<file path="config.mk">
export PLATFORM = sky130hd
export DESIGN_NAME = leaf_xbar_scheduler
export DESIGN_NICKNAME = d
export VERILOG_FILES = /design/src/rtl/leaf_xbar_scheduler.sv
export SDC_FILE = /design/constraint.sdc
export NUM_CORES = 1
export LEC_CHECK = 0
export ABC_CLOCK_PERIOD_IN_PS = 9850
export CORE_ASPECT_RATIO = 1.5
export CORE_UTILIZATION = 53
export CTS_BUF_LIST = sky130_fd_sc_hd__clkbuf_2 sky130_fd_sc_hd__clkbuf_4 sky130_fd_sc_hd__clkbuf_8
export DETAILED_ROUTE_END_ITERATION = 8
export GPL_ROUTABILITY_DRIVEN = 0
export PLACE_DENSITY = 0.94
export SETUP_SLACK_MARGIN = 0.3
export SYNTH_ARGS = -nofsm -noshare
export SYNTH_HDL_FRONTEND = slang
export SYNTH_SLANG_ARGS = --single-unit
export TNS_END_PERCENT = 50
</file>
<file path="constraint.sdc">
create_clock -name clk -period 9.85 [get_ports clk]
set_input_delay 0.985 -clock clk [delete_from_list [all_inputs] [get_ports clk]]
set_output_delay 0.985 -clock clk [all_outputs]
set_load 0.02 [all_outputs]
</file>
<file path="src/rtl/leaf_xbar_scheduler.sv">
// Leaf crossbar scheduler: round-robin grant of one GPU port and four spine
// uplinks onto a shared crossbar path. A grant is held for a whole packet and
// ends on the last flit or after MAX_HOLD consecutive cycles with no transfer.
// Uplink (GPU to spine) grants rotate across the four spines.
module leaf_xbar_scheduler #(
    parameter logic [3:0]  GROUP_ID = 4'b0011,  // local group, compared with dest[5:2]
    parameter int unsigned MAX_HOLD = 16        // stall cycles that end a grant, 2..255
) (
    input  logic        clk,
    input  logic        reset,
    input  logic        arb_enable,
    input  logic [4:0]  req,
    input  logic [29:0] req_dest_addr,
    input  logic        flit_valid,
    input  logic        flit_last,
    input  logic        out_ready,
    output logic [4:0]  grant,
    output logic [2:0]  current_grant,
    output logic        busy,
    output logic [1:0]  direction,
    output logic [1:0]  spine_sel,
    output logic        misroute,
    output logic        timeout_err
);

    localparam int          NUM_REQ   = 5;
    localparam logic [2:0]  NO_GRANT  = 3'd7;
    localparam logic [7:0]  HOLD_LAST = 8'(MAX_HOLD - 1);

    localparam logic [1:0]  DIR_NONE  = 2'b00;
    localparam logic [1:0]  DIR_UP    = 2'b01;  // GPU to a spine
    localparam logic [1:0]  DIR_DOWN  = 2'b10;  // spine to GPU
    localparam logic [1:0]  DIR_LOOP  = 2'b11;  // GPU to a local GPU

    typedef enum logic {
        IDLE,
        XFER
    } state_e;

    // Requester index after idx, wrapping 4 back to 0.
    function automatic logic [2:0] next_index(input logic [2:0] idx);
        return (idx >= 3'd4) ? 3'd0 : idx + 3'd1;
    endfunction

    state_e      state_q, state_d;
    logic [4:0]  grant_q, grant_d;
    logic [2:0]  current_grant_q, current_grant_d;
    logic [1:0]  direction_q, direction_d;
    logic [1:0]  spine_sel_q, spine_sel_d;
    logic [2:0]  rr_ptr_q, rr_ptr_d;
    logic [7:0]  idle_cnt_q, idle_cnt_d;
    logic        misroute_q, misroute_d;
    logic        timeout_err_q, timeout_err_d;

    logic [4:0]  eligible;
    logic [4:0]  misrouted;
    logic        gpu_local;
    logic        pick_found;
    logic [2:0]  pick_idx;
    logic [2:0]  cand;
    logic        fire;
    logic        end_grant;

    // The two low bits of each destination select a port inside the target
    // group and play no part in scheduling.
    logic        unused_dest_bits;
    assign unused_dest_bits = ^{req_dest_addr[25:24], req_dest_addr[19:18],
                                req_dest_addr[13:12], req_dest_addr[7:6],
                                req_dest_addr[1:0]};

    assign gpu_local = (req_dest_addr[5:2] == GROUP_ID);
    assign fire      = (state_q == XFER) && flit_valid && out_ready;

    // Split requests into grantable ones and spine requests aimed off-group.
    always_comb begin
        eligible    = '0;
        misrouted   = '0;
        eligible[0] = req[0];
        for (int i = 1; i < NUM_REQ; i++) begin
            if (req_dest_addr[6*i+2 +: 4] == GROUP_ID) begin
                eligible[i] = req[i];
            end else begin
                misrouted[i] = req[i];
            end
        end
    end

    // Round-robin search starting at rr_ptr; first eligible requester wins.
    always_comb begin
        // NOTE: every variable gets a default before any branch, so no path
        // through this block leaves a value unassigned and no latch is inferred.
        pick_found = 1'b0;
        pick_idx   = 3'd0;
        cand       = rr_ptr_q;
        for (int k = 0; k < NUM_REQ; k++) begin
            if (!pick_found && eligible[cand]) begin
                pick_found = 1'b1;
                pick_idx   = cand;
            end
            cand = next_index(cand);
        end
    end

    // Next-state logic: grant from IDLE, hold and watch for packet end in XFER.
    always_comb begin
        state_d         = state_q;
        grant_d         = grant_q;
        current_grant_d = current_grant_q;
        direction_d     = direction_q;
        spine_sel_d     = spine_sel_q;
        rr_ptr_d        = rr_ptr_q;
        idle_cnt_d      = idle_cnt_q;
        misroute_d      = 1'b0;
        timeout_err_d   = 1'b0;
        end_grant       = 1'b0;

        case (state_q)
            IDLE: begin
                misroute_d = arb_enable && (|misrouted);
                if (arb_enable && pick_found) begin
                    state_d         = XFER;
                    grant_d         = 5'b00001 << pick_idx;
                    current_grant_d = pick_idx;
                    idle_cnt_d      = 8'd0;
                    if (pick_idx != 3'd0) begin
                        direction_d = DIR_DOWN;
                    end else if (gpu_local) begin
                        direction_d = DIR_LOOP;
                    end else begin
                        direction_d = DIR_UP;
                    end
                end
            end

            XFER: begin
                // A last-flit fire wins over a timeout landing in the same cycle.
                if (fire) begin
                    idle_cnt_d = 8'd0;
                    end_grant  = flit_last;
                end else if (idle_cnt_q == HOLD_LAST) begin
                    end_grant     = 1'b1;
                    timeout_err_d = 1'b1;
                end else begin
                    idle_cnt_d = idle_cnt_q + 8'd1;
                end

                if (end_grant) begin
                    state_d         = IDLE;
                    grant_d         = '0;
                    current_grant_d = NO_GRANT;
                    direction_d     = DIR_NONE;
                    idle_cnt_d      = 8'd0;
                    rr_ptr_d        = next_index(current_grant_q);
                    if (direction_q == DIR_UP) begin
                        spine_sel_d = spine_sel_q + 2'd1;
                    end
                end
            end

            default: begin
                state_d = IDLE;
            end
        endcase
    end

    // State and output registers with synchronous reset.
    always_ff @(posedge clk) begin
        // NOTE: non-blocking assignments make every flop sample the pre-edge
        // values, so the order of these statements does not matter.
        if (reset) begin
            state_q         <= IDLE;
            grant_q         <= '0;
            current_grant_q <= NO_GRANT;
            direction_q     <= DIR_NONE;
            spine_sel_q     <= 2'd0;
            rr_ptr_q        <= 3'd0;
            idle_cnt_q      <= 8'd0;
            misroute_q      <= 1'b0;
            timeout_err_q   <= 1'b0;
        end else begin
            state_q         <= state_d;
            grant_q         <= grant_d;
            current_grant_q <= current_grant_d;
            direction_q     <= direction_d;
            spine_sel_q     <= spine_sel_d;
            rr_ptr_q        <= rr_ptr_d;
            idle_cnt_q      <= idle_cnt_d;
            misroute_q      <= misroute_d;
            timeout_err_q   <= timeout_err_d;
        end
    end

    assign grant         = grant_q;
    assign current_grant = current_grant_q;
    assign busy          = (state_q == XFER);
    assign direction     = direction_q;
    assign spine_sel     = spine_sel_q;
    assign misroute      = misroute_q;
    assign timeout_err   = timeout_err_q;

endmodule
</file>
==> impl_metrics.toml <==
[status]
status = "completed"

[logic_synthesis]
syn_area_per_cell_um2 = 7.85
synth_top_area_share_pct = 26.6
ys_top_cells_by_area = "dfxtp_1 27%, nor2_1 4.8%, ha_1 4.6%"
synth_edf_count = 0
synth_seq_area_share_pct = 26.6
synth_area_um2 = 1880
synth.ff_latch_count = 25
synth_flop_cell = "dfxtp_1"
async_flop_share_pct = 0
syn-num-nets = 288
ys_warn_count = 0
yosys.cell_types.count = 65
postSynthCellCount = 240
yosysTopAreaCell = "dfxtp_1"

[run]
max_cap_viol_count = 0

[detailed_routing]
drc = 0
num_vias = 2054
drt_first_iter_violations = 64
drt_pass1_iterations = 4
via_per_inst = 6.38
antenna_left = 0
wl_per_cell_um = 15.2
wl_um = 4910

[timing]
slew_headroom_pct = 56.0
fmaxAchievable_mhz = 204
timing.final.crit_share_pct = 49.8
hold_violations = 0
final.setup.tns_ns = 0
worst_slack_ns = 4.95
fin_skew_ns = 0.00315
drv_slew = 0
min_period_ns = 4.90
rsz0062_at_grt = "false"
tightest_slew_ns = 0.659
setup_viol_count_final = 0

[clock_tree]
cts-resized-gates = 0
cts_root_buf = "clkbuf_8"
tritoncts = "built"
clock-sinks = 25
clk_pin_slew_worst_paths_ns = 0.08
htreeDepth = 1
clock_latency_ns = 0.27
cts_max_path_buffers = 2
cts-buffers-inserted = 3
holdBufCountCts = 0
cts_setup_buffers = 0

[critical_path]
cp.required_ns = 10.02
cp_top_family = "compound AO/OA/AOI/OAI gates"
crit_chain = "inv_1 > nand2_1 > inv_1 > ha_1 > and2_1 > ha_1 > a21boi_1 > ha_1 > inv_1 > o211ai_1 > a21boi_0 > o41a_2 > a31oi_1 > a21oi_1 > o22a_1 > or3b_1 > o31a_1"
r2r-end = "direction[1]"
cp_slowest_cell = "dfxtp_1"
critPathMaxStageDelay_ns = 0.75
reg2reg_depth = 17
path_buf_inv = 3
endpoint_kind = "flip-flop"
cp.arrival_ns = 5.07
cp-start-kind = "flip-flop"
crit-reg2reg-launch = "rr_ptr_q[2]"
worstPathMaxFanout = 19
r2r_setup_slack_ns = 4.95
path_class = "reg -> reg"

[floorplanning]
rows = 26
die_h_um = 75.0
core_um2 = 3420
die-area_um2 = 3800
fp.dieW_um = 50.7
io_pins = 56
initial_core_util_pct = 55.2

[power_and_ir_drop]
power.total_mw = 0.222
power_density_nw_per_um2 = 93.0
p_leak_nw = 0.878
ir_drop_mv = 0.0906

[global_routing]
grt_pass1_vias = 1916
grt_max_degree = 20
antenna_found_initial = 0
gr-total-overflow = 0
grt_pass1_wl_um = 8120
grtUsageTotal_pct = 27.6

[placement]
hpwl_um = 3730
numPortBuffers = 45
pre_cts_slack_ns = 5.05

[finish]
nets = 329
area_growth_pct = 26.8
drive_gt1_share_pct = 5.71
antennaDiodeCount = 0
final_util_pct = 70.0

[hold_path]
min_from = "grant[2]"
hold_path.class = "reg -> reg"
min_path_cells = 2
whs_endpoint = "grant[2]"
==> where the power goes <==
| group | internal (mW) | switching (mW) |
|---|---|---|
| clock | 0.0317 | 0.0307 |
| combinational | 0.0262 | 0.0243 |
| sequential | 0.105 | 0.00468 |
==> tightest hold or removal path: stages (launching register included) <==
cell and delay, ns:
dfxtp_1 0.32, nand2_1 0.05, o21ai_1 0.05
==> worst max path at each step <==
stage,start,endpoint,slack [ns],cells after the start
2_1_floorplan,rr_ptr_q[1],direction[1],5.80,16
4_1_cts,rr_ptr_q[2],direction[1],5.01,16
6_report,rr_ptr_q[2],direction[1],4.95,17
3_5_place_dp,rr_ptr_q[2],direction[1],5.05,16
5_1_grt,rr_ptr_q[2],direction[1],4.68,17
3_3_place_gp,rr_ptr_q[2],direction[1],5.08,16
==> cell usage after synthesis, drive strengths merged, types with 3 or more instances <==
cell type,instances
a211o,3
a21boi,6
a21oi,15
a31oi,5
a32o,3
a32oi,3
and2,4
and3,3
and4bb,4
buf,3
clkbuf,6
dfxtp,25
ha,7
inv,15
nand2,19
nand2b,6
nand3,5
nor2,25
nor2b,5
nor3,7
nor3b,5
o2111ai,4
o211ai,5
o21ai,13
xor2,6
==> per-stage QoR <==
step | cells | instance area [um2] | hold slack [ns]
final | 322 | 2390 | 0.453
after global routing | 322 | 2390 | 0.478
after CTS | 322 | 2390 | 0.456
after detailed placement | 318 | 2340 | 0.440
after global placement | 318 | 2340 | 0.433
after floorplan | 240 | 1880 | 0.479
==> cells by family after synthesis <==
logic type      Yosys count  synth area share [%]
fa+ha+maj                 7                  4.65
flops                    25                  26.6
compound gates           77                  29.5
mux                       3                  1.66
buf+inv                  24                  5.44
xor+xnor                  7                  3.25
simple gates             97                  29.0
==> final cells by class <==
class / count / area [um2]
clock buffer: 4 / 48.8
fill: 268 / 1030
inverter: 15 / 56.3
multi-input combinational: 191 / 1280
sequential: 25 / 500
tap: 42 / 52.6
timing repair buffer: 45 / 450
==> cells in the final DEF (no fill, tap or decap), types with 2 or more instances in the layout <==
cell type	count
a21boi_1	2
a211o_1	3
clkdlybuf4s50_1	45
o2111ai_1	4
o21ai_0	10
and2_1	4
nor2b_1	4
inv_1	14
and3_1	3
nand2_1	19
o21ai_1	3
or3b_1	2
nor4_1	2
mux2i_1	2
xor2_1	6
a21oi_1	15
nor3b_1	5
a32o_1	3
nor2_1	24
a32oi_1	3
clkbuf_8	3
o2111a_1	2
or4_1	2
dfxtp_1	25
ha_1	7
nand2b_1	5
nand4_1	2
a31oi_1	5
and4bb_2	3
nor3_1	7
o211ai_1	5
o22ai_1	2
nand3_1	5
a21boi_0	4
==> metal layers <==
layer  global-route usage (%)  up-vias  routed length [um]
li1                         -      986                   -
met1                     30.2      956                1940
met2                     51.4       94                2550
met3                     2.63       18                 239
met4                     15.4        0                 178
met5                        0        -                   0
==> registers in the layout, summed over array words and instances, names as in the netlist <==
signal,cells
grant,5
spine_sel,2
current_grant,3
idle_cnt_q,8
busy,1
rr_ptr_q,3
misroute,1
timeout_err,1
direction,1
(Power assumes the default switching activity.)
